==> src/rtl/clock_reset_sequencer.sv <==
// clock_reset_sequencer: fans one clock out to N_CHANNELS domains and drives
// each domain's reset from registered logic. After global reset every channel
// is held, then channels are released one at a time in staggered order. Once
// all are released, any channel can be re-reset through a req/ack handshake.
module clock_reset_sequencer #(
  parameter int N_CHANNELS     = 5,
  parameter int HOLD_CYCLES    = 8,
  parameter int STAGGER_CYCLES = 4
) (
  input  logic                  clock,
  input  logic                  reset,
  input  logic [N_CHANNELS-1:0] chan_reset_req,
  output logic [N_CHANNELS-1:0] auto_out_clock,
  output logic [N_CHANNELS-1:0] auto_out_reset,
  output logic [N_CHANNELS-1:0] chan_reset_ack,
  output logic                  all_released
);

  // Global counter serves both the hold phase and the stagger phase.
  localparam int GCNT_MAX = (HOLD_CYCLES > STAGGER_CYCLES) ? HOLD_CYCLES : STAGGER_CYCLES;
  localparam int GCNT_W   = $clog2(GCNT_MAX + 1);
  localparam int CCNT_W   = $clog2(HOLD_CYCLES + 1);
  localparam int IDX_W    = (N_CHANNELS > 1) ? $clog2(N_CHANNELS) : 1;

  // Hold counts from the first unreset edge, so it ends on value HOLD_CYCLES.
  // Stagger counts from the edge that cleared it, so it ends one value earlier.
  localparam logic [GCNT_W-1:0] HOLD_END    = GCNT_W'(HOLD_CYCLES);
  localparam logic [GCNT_W-1:0] STAGGER_END = GCNT_W'(STAGGER_CYCLES - 1);
  localparam logic [GCNT_W-1:0] GCNT_ONE    = GCNT_W'(1);
  localparam logic [CCNT_W-1:0] CH_LOAD     = CCNT_W'(HOLD_CYCLES);
  localparam logic [CCNT_W-1:0] CCNT_ONE    = CCNT_W'(1);
  localparam logic [IDX_W-1:0]  IDX_ONE     = IDX_W'(1);
  localparam logic [IDX_W-1:0]  LAST_IDX    = IDX_W'(N_CHANNELS - 1);

  typedef enum logic [1:0] {
    S_HOLD    = 2'd0,
    S_RELEASE = 2'd1,
    S_RUN     = 2'd2
  } state_e;

  state_e                              state_q, state_d;
  logic [GCNT_W-1:0]                   gcnt_q, gcnt_d;
  logic [IDX_W-1:0]                    idx_q, idx_d;
  logic [N_CHANNELS-1:0]               rst_q, rst_d;
  logic [N_CHANNELS-1:0]               ack_q, ack_d;
  logic                                all_q, all_d;
  logic [N_CHANNELS-1:0][CCNT_W-1:0]   ch_cnt_q, ch_cnt_d;
  logic [N_CHANNELS-1:0]               arm_q, arm_d;

  // Clock fan-out is a plain wire per channel: no gating, no latency.
  assign auto_out_clock = {N_CHANNELS{clock}};

  assign auto_out_reset = rst_q;
  assign chan_reset_ack = ack_q;
  assign all_released   = all_q;

  // Next-state logic for the sequencer FSM and the per-channel re-reset engines.
  always_comb begin
    // NOTE: every target gets a default up front so no path leaves a signal
    // unassigned, which would otherwise infer a latch.
    state_d  = state_q;
    gcnt_d   = gcnt_q;
    idx_d    = idx_q;
    rst_d    = rst_q;
    ack_d    = '0;
    all_d    = all_q;
    ch_cnt_d = ch_cnt_q;
    arm_d    = arm_q;

    case (state_q)
      S_RELEASE: begin
        if (gcnt_q == STAGGER_END) begin
          for (int i = 0; i < N_CHANNELS; i++) begin
            if (idx_q == IDX_W'(i)) rst_d[i] = 1'b0;
          end
          gcnt_d = '0;
          if (idx_q == LAST_IDX) begin
            state_d = S_RUN;
            all_d   = 1'b1;
          end else begin
            idx_d = idx_q + IDX_ONE;
          end
        end else begin
          gcnt_d = gcnt_q + GCNT_ONE;
        end
      end

      S_RUN: begin
        for (int i = 0; i < N_CHANNELS; i++) begin
          // Re-arm only once the requester has been seen to drop its level.
          if (!chan_reset_req[i]) arm_d[i] = 1'b1;
          if (ch_cnt_q[i] != '0) begin
            ch_cnt_d[i] = ch_cnt_q[i] - CCNT_ONE;
            if (ch_cnt_q[i] == CCNT_ONE) begin
              rst_d[i] = 1'b0;
              ack_d[i] = 1'b1;
            end
          end else if (arm_q[i] && chan_reset_req[i]) begin
            rst_d[i]    = 1'b1;
            ch_cnt_d[i] = CH_LOAD;
            arm_d[i]    = 1'b0;
          end
        end
      end

      // HOLD, and any illegal encoding, behave as the global hold phase.
      default: begin
        state_d = S_HOLD;
        if (gcnt_q >= HOLD_END) begin
          rst_d[0] = 1'b0;
          gcnt_d   = '0;
          idx_d    = IDX_ONE;
          if (N_CHANNELS == 1) begin
            state_d = S_RUN;
            all_d   = 1'b1;
          end else begin
            state_d = S_RELEASE;
          end
        end else begin
          gcnt_d = gcnt_q + GCNT_ONE;
        end
      end
    endcase
  end

  // State register with synchronous active-high reset.
  always_ff @(posedge clock) begin
    if (reset) begin
      state_q  <= S_HOLD;
      gcnt_q   <= '0;
      idx_q    <= '0;
      rst_q    <= '1;
      ack_q    <= '0;
      all_q    <= 1'b0;
      // NOTE: the per-channel counters are reset even though they form an
      // array, because a zero count is what marks a channel as idle.
      ch_cnt_q <= '0;
      arm_q    <= '1;
    end else begin
      // NOTE: non-blocking assignments so every flop samples pre-edge values.
      state_q  <= state_d;
      gcnt_q   <= gcnt_d;
      idx_q    <= idx_d;
      rst_q    <= rst_d;
      ack_q    <= ack_d;
      all_q    <= all_d;
      ch_cnt_q <= ch_cnt_d;
      arm_q    <= arm_d;
    end
  end

endmodule

==> config.mk <==
export PLATFORM = sky130hd
export DESIGN_NAME = clock_reset_sequencer
export DESIGN_NICKNAME = d
export VERILOG_FILES = /design/src/rtl/clock_reset_sequencer.sv
export SDC_FILE = /design/constraint.sdc
export NUM_CORES = 1
export LEC_CHECK = 0
export ABC_CLOCK_PERIOD_IN_PS = 2400
export CAP_MARGIN = 20
export CORE_MARGIN = 5
export CORE_UTILIZATION = 50
export DETAILED_ROUTE_END_ITERATION = 7
export GPL_TIMING_DRIVEN = 0
export PLACE_DENSITY = 0.72
export SLEW_MARGIN = 20
export SYNTH_ARGS = -nofsm -noshare
export SYNTH_HDL_FRONTEND = slang
export SYNTH_SLANG_ARGS = --single-unit
export TNS_END_PERCENT = 100
==> constraint.sdc <==
create_clock -name clock -period 2.4 [get_ports clock]
set_clock_uncertainty 0.15 [all_clocks]
set_input_delay 0.48 -clock clock [delete_from_list [all_inputs] [get_ports clock]]
set_output_delay 0.48 -clock clock [all_outputs]
set_load 0.05 [all_outputs]
==> results.yml, run 1 <==
detailed_routing:
  routed_via_density: 5.49
  avgRoutedWirePerCell_um: 13.9
  first_pass_iters: 4
  vias: 1839
  antenna_left: 0
  drt_iter0_drc: 102
  wl_um: 4670
  route.detailed.drc: 0
power:
  pwr_density_cell_mw_per_mm2: 830
  p_leak_uw: 0.000988
  peakVddDrop_mv: 1.15
layout:
  syn_to_final_growth_pct: 20.7
  layout_commonest_cell: "dfxtp_1"
  drive_gt1_share_pct: 10.9
  fin_nets: 297
  layout_common_cells: "dfxtp_1 (45), nor2_1 (37), a21oi_1 (19)"
  n_antenna_cell: 0
floorplan:
  rows: 23
  core-area_mm2: 0.00406
  initial_core_util_pct: 52.0
  dieArea_mm2: 0.00562
  die_y_um: 75.0
  die_w_um: 75.0
  top_level_ports: 23
critical_path:
  reg2regPathDepth: 5
  r2r_start: "gcnt_q[0]"
  critPathRequiredTime_ns: 1.77
  r2r_slack_ns: 0.30
  end_kind: "primary output"
  critPathLaunchType: "clock port"
  reg2reg_to: "auto_out_reset[4]"
  path_max_fanout: 3
  path_class: "clk2out"
  crit_arrival_ns: 1.76
timing:
  hold_violations: 0
  finalMaxSlewViolations: 0
  setup_slack_ns: 0.0141
  slew_headroom_pct: 60.5
  whs_ns: 0.313
  rsz0062_at_grt: "false"
  worst_pin_slew_ns: 0.593
  setup_viol: 0
worst_hold_path:
  hp-start: "arm_q[0]"
  min_path_cells: 2
  hold_end: "arm_q[0]"
  hold_class: "reg2reg"
placed_design:
  hpwl_um: 3160
  place_ws_ns: -0.216
  port_buffers: 22
  gp_congestion: 0.774
clock_network:
  cts_tree: "done"
  clock_latency_ns: 0.40
  clk_pin_slew_ns: 0.09
global_routing:
  grt_pass1_vias: 1711
  antenna_found_initial: 0
  grt_max_degree: 15
  gr-total-overflow: 0
  grt_pass1_wl_um: 7860
  grtUsageTotal_pct: 18.5
yosys:
  synthesis.area_mm2: 0.00211
  synth_cells: 250
  ys_seq_area_share_pct: 42.7
  ys_types: 41
  ys_ff_latch: 45
  syn_area_per_cell_um2: 8.44
  syn-num-nets: 264
  yosysWarnings: 0
outcome:
  outcome: "complete, no violations"
flow_run:
  cap_violations: 0
cells in the mapped netlist (all sizes together):
library cell  instances  area (um2)
or4                   6        45.0
buf                  11        68.8
or3                   1        6.26
nor2b                 7        43.8
nor3                 18        90.1
a21o                  1        7.51
a211o                 3        26.3
nor3b                 1        7.51
clkbuf               10        37.5
inv                   8        30.0
a311oi                1        8.76
nand3b                2        15.0
a21oi                19        95.1
nor4                  4        25.0
dfxtp                45         901
a311o                 2        20.0
o41ai                 4        35.0
a2bb2oi               1        8.76
o31ai                 1        7.51
nand2                15        56.3
nand3                 6        30.0
nand2b                2        12.5
a41o                  1        10.0
and3                  5        31.3
nand4                 1        6.26
a41oi                 1        8.76
a2111oi               1        8.76
and4b                 1        10.0
a211oi                4        35.0
o21ai                 9        45.0
xor2                  1        8.76
mux2i                 9        90.1
nor2                 38         159
ha                    7        87.6
a31oi                 2        12.5
or3b                  1        11.3
xnor2                 1        8.76
metal layers:
metal	global-route usage, %	vias up	routed length [um]
li1	-	961	-
met1	24.5	835	2310
met2	27.6	38	2060
met3	5.47	5	231
met4	8.70	0	57
met5	0	-	0
final cells by class:
type	count	area (um2)
Buffer	21	106
Clock buffer	15	173
Clock inverter	3	31.3
Fill cell	362	1510
Inverter	8	30.0
Multi-Input combinational cell	176	1070
Sequential cell	45	901
Tap cell	50	62.6
Timing Repair Buffer	17	170
critical path, stage by stage:
cell and delay, ns:
clkbuf_8 0.11, clkbuf_8 0.13, buf_4 0.12, buf_2 0.20
logic make-up after synthesis:
logic type	synth area share, %
adders and majority gates	4.15
buffers and inverters	6.46
muxes	4.27
AOI/OAI and AO/OA	15.6
xor gates and xnor gates	0.830
DFF	42.7
and+or+nand+nor	26.0
metrics by stage:
step | setup TNS [ns] | total power [uW] | area (um2) | std cells | utilization [%]
floorplan | 0 | 1250 | 2110 | 250 | -
global placement | -1.08 | 1420 | 2390 | 322 | 59.0
detailed placement | -1.08 | 1420 | 2390 | 322 | 59.0
CTS | 0 | 2100 | 2540 | 335 | 62.5
global route | 0 | 2210 | 2550 | 335 | 62.8
finish | 0 | 2120 | 2550 | 335 | 62.8
power by group:
group,switching (uW),internal (uW)
registers,5.09,750
clock network,679,632
logic,28.5,20.9
state kept, by name (all words and copies together), names as in the netlist:
| signal | cells |
|---|---|
| arm_q | 5 |
| all_released | 1 |
| idx_q | 3 |
| chan_reset_ack | 5 |
| gcnt_q | 4 |
| ch_cnt_q | 20 |
| state_q | 2 |
| auto_out_reset | 5 |
what timing repair did:
item	4_1_cts	5_1_grt
endpoints found under the setup margin	5	4
hold buffers	0	0
hold endpoints to repair	0	0
gates resized for setup	25	8
buffers inserted	0	0
worst max-delay path by stage:
stage,start,endpoint,slack [ns],depth (start not counted)
after floorplan,clock,auto_out_clock[0],0.40,1
after global placement,clock,auto_out_clock[0],-0.22,2
after detailed placement,clock,auto_out_clock[0],-0.22,2
after CTS,clock,auto_out_clock[4],0.005,4
after global routing,clock,auto_out_clock[0],0.002,4
final,clock,auto_out_clock[0],0.01,4
(Power assumes the default switching activity.)
==> run 2: changes to the inputs <==
- CAP_MARGIN: 20 -> not set
- PLACE_DENSITY: 0.72 -> 0.68
- SKIP_CTS_REPAIR_TIMING: not set -> 1
==> results.yml, run 2 (synthesis results as in run 1) <==
outcome:
  outcome: "complete, no violations"
global_routing:
  antenna_found_initial: 0
  gr-total-overflow: 0
  grt_pass1_vias: 1773
  grtUsageTotal_pct: 19.1
  grt_max_degree: 14
  grt_pass1_wl_um: 8020
timing:
  hold_violations: 0
  setup_viol: 0
  rsz0062_at_grt: "false"
  worst_pin_slew_ns: 0.567
  finalMaxSlewViolations: 0
  setup-tns-final_ns: 0
  slew_headroom_pct: 62.2
  whs_ns: 0.304
placed_design:
  placed_cells: 322
  gp_congestion: 0.788
  placed_area_mm2: 0.00239
  port_buffers: 22
  hpwl_um: 3150
detailed_routing:
  met1_length_um: 2330
  routed-wl-met2_um: 2080
  drt_iter0_drc: 120
  avgRoutedWirePerCell_um: 14.3
  wl_um: 4790
  first_pass_iters: 4
  routed_via_density: 5.59
  route.detailed.drc: 0
  antenna_left: 0
  wl_met3_um: 313
  vias: 1872
  top_layer: "met4"
floorplan:
  dieArea_mm2: 0.00562
  top_level_ports: 23
  die_w_um: 75.0
  rows: 23
  initial_core_util_pct: 52.0
  die_y_um: 75.0
  core-area_mm2: 0.00406
layout:
  syn_to_final_growth_pct: 21.8
  fin_nets: 297
  layout_commonest_cell: "dfxtp_1"
  drive_gt1_share_pct: 10.5
  n_fill_cell: 348
  n_antenna_cell: 0
  final_area_mm2: 0.00257
  final_cells: 335
  layout_common_cells: "dfxtp_1 (45), nor2_1 (37), a21oi_1 (19)"
  largest_register_ffs: 20
  regMostFlops: "ch_cnt_q"
critical_path:
  slowest_stage: "buf_4"
  critPathRequiredTime_ns: 1.77
  cp-startpoint: "clock"
  r2r_start: "gcnt_q[0]"
  path_max_fanout: 3
  critical_path.top_delay_family: "buffers and inverters"
  crit_arrival_ns: 1.74
  critical_path.cell_chain: "clkbuf_8 > clkbuf_8 > buf_4 > buf_4"
  path_class: "clk2out"
  max_stage_delay_ns: 0.18
  critPathLaunchType: "clock port"
  cp_num_buf_inv: 4
  end_kind: "primary output"
power:
  switchingPower_uw: 720
  pwr_density_cell_mw_per_mm2: 872
  p_comb_share_pct: 2.2
  clockPowerShare_pct: 64.1
  p_total_uw: 2240
  swShare_pct: 32.1
  peakVddDrop_mv: 1.24
  seq_power_share_pct: 33.7
  internal_power_uw: 1520
  p_leak_uw: 0.000996
clock_network:
  clock_latency_ns: 0.41
  cts_tree: "done"
  clk_pin_slew_ns: 0.08
worst_hold_path:
  hp-start: "all_released"
  hold_class: "reg2reg"
flow_run:
  cap_violations: 0
## run 2: cell count changes in the layout (fill, tap and decap cells not counted)
cell / delta
clkinv_2: -1
buf_2: -1
buf_4: +1
clkbuf_1: +1
clkinv_4: -1
bufinv_16: +1
## run 2: cell type report
cell class / instances / area, um2 / share of cell area, %
inverter: 8 / 30.0 / 1.17
clock inverter: 2 / 47.5 / 1.85
buffer: 21 / 106 / 4.14
timing repair buffer: 17 / 170 / 6.62
clock buffer: 16 / 179 / 6.96
tap: 50 / 62.6 / 2.43
multi-input combinational: 176 / 1070 / 41.8
sequential: 45 / 901 / 35.1
## run 2: path summary, 6_finish.rpt
path,to,slack (ns),depth (start not counted)
setup / recovery,auto_out_clock[0],0.03,4
hold / removal,all_released,0.30,2
setup reg to reg,auto_out_reset[4],0.27,5
hold reg to reg,all_released,0.30,2
## run 2: metal layers
layer / vias to the layer above / GRT usage [%]
met5: - / 0
met2: 60 / 27.2
met3: 8 / 6.14
li1: 951 / -
met1: 853 / 25.5
met4: 0 / 10.9
## run 2: worst reg2reg max path, stage by stage (launching register included)
cell     delay [ns]
dfxtp_1        0.43
ha_1           0.23
or3b_4         0.44
nor2_8         0.14
nand3_1        0.22
a311o_1        0.41
## run 2: stage by stage
stage / setup slack (ns) / util [%]
2_1_floorplan: 0.403 / -
3_3_place_gp: -0.216 / 59.0
3_5_place_dp: -0.216 / 59.0
4_1_cts: -0.499 / 63.6
5_1_grt: 0.0100 / 63.3
6_report: 0.0294 / 63.3
## run 2: power groups by stage
stage	logic, uW	clock network, uW	registers (uW)
after global placement	48.7	596	773
after floorplan	27.9	449	772
after global routing	54.8	1520	757
after detailed placement	49.0	596	773
after CTS	49.3	1490	756
final	49.2	1430	756
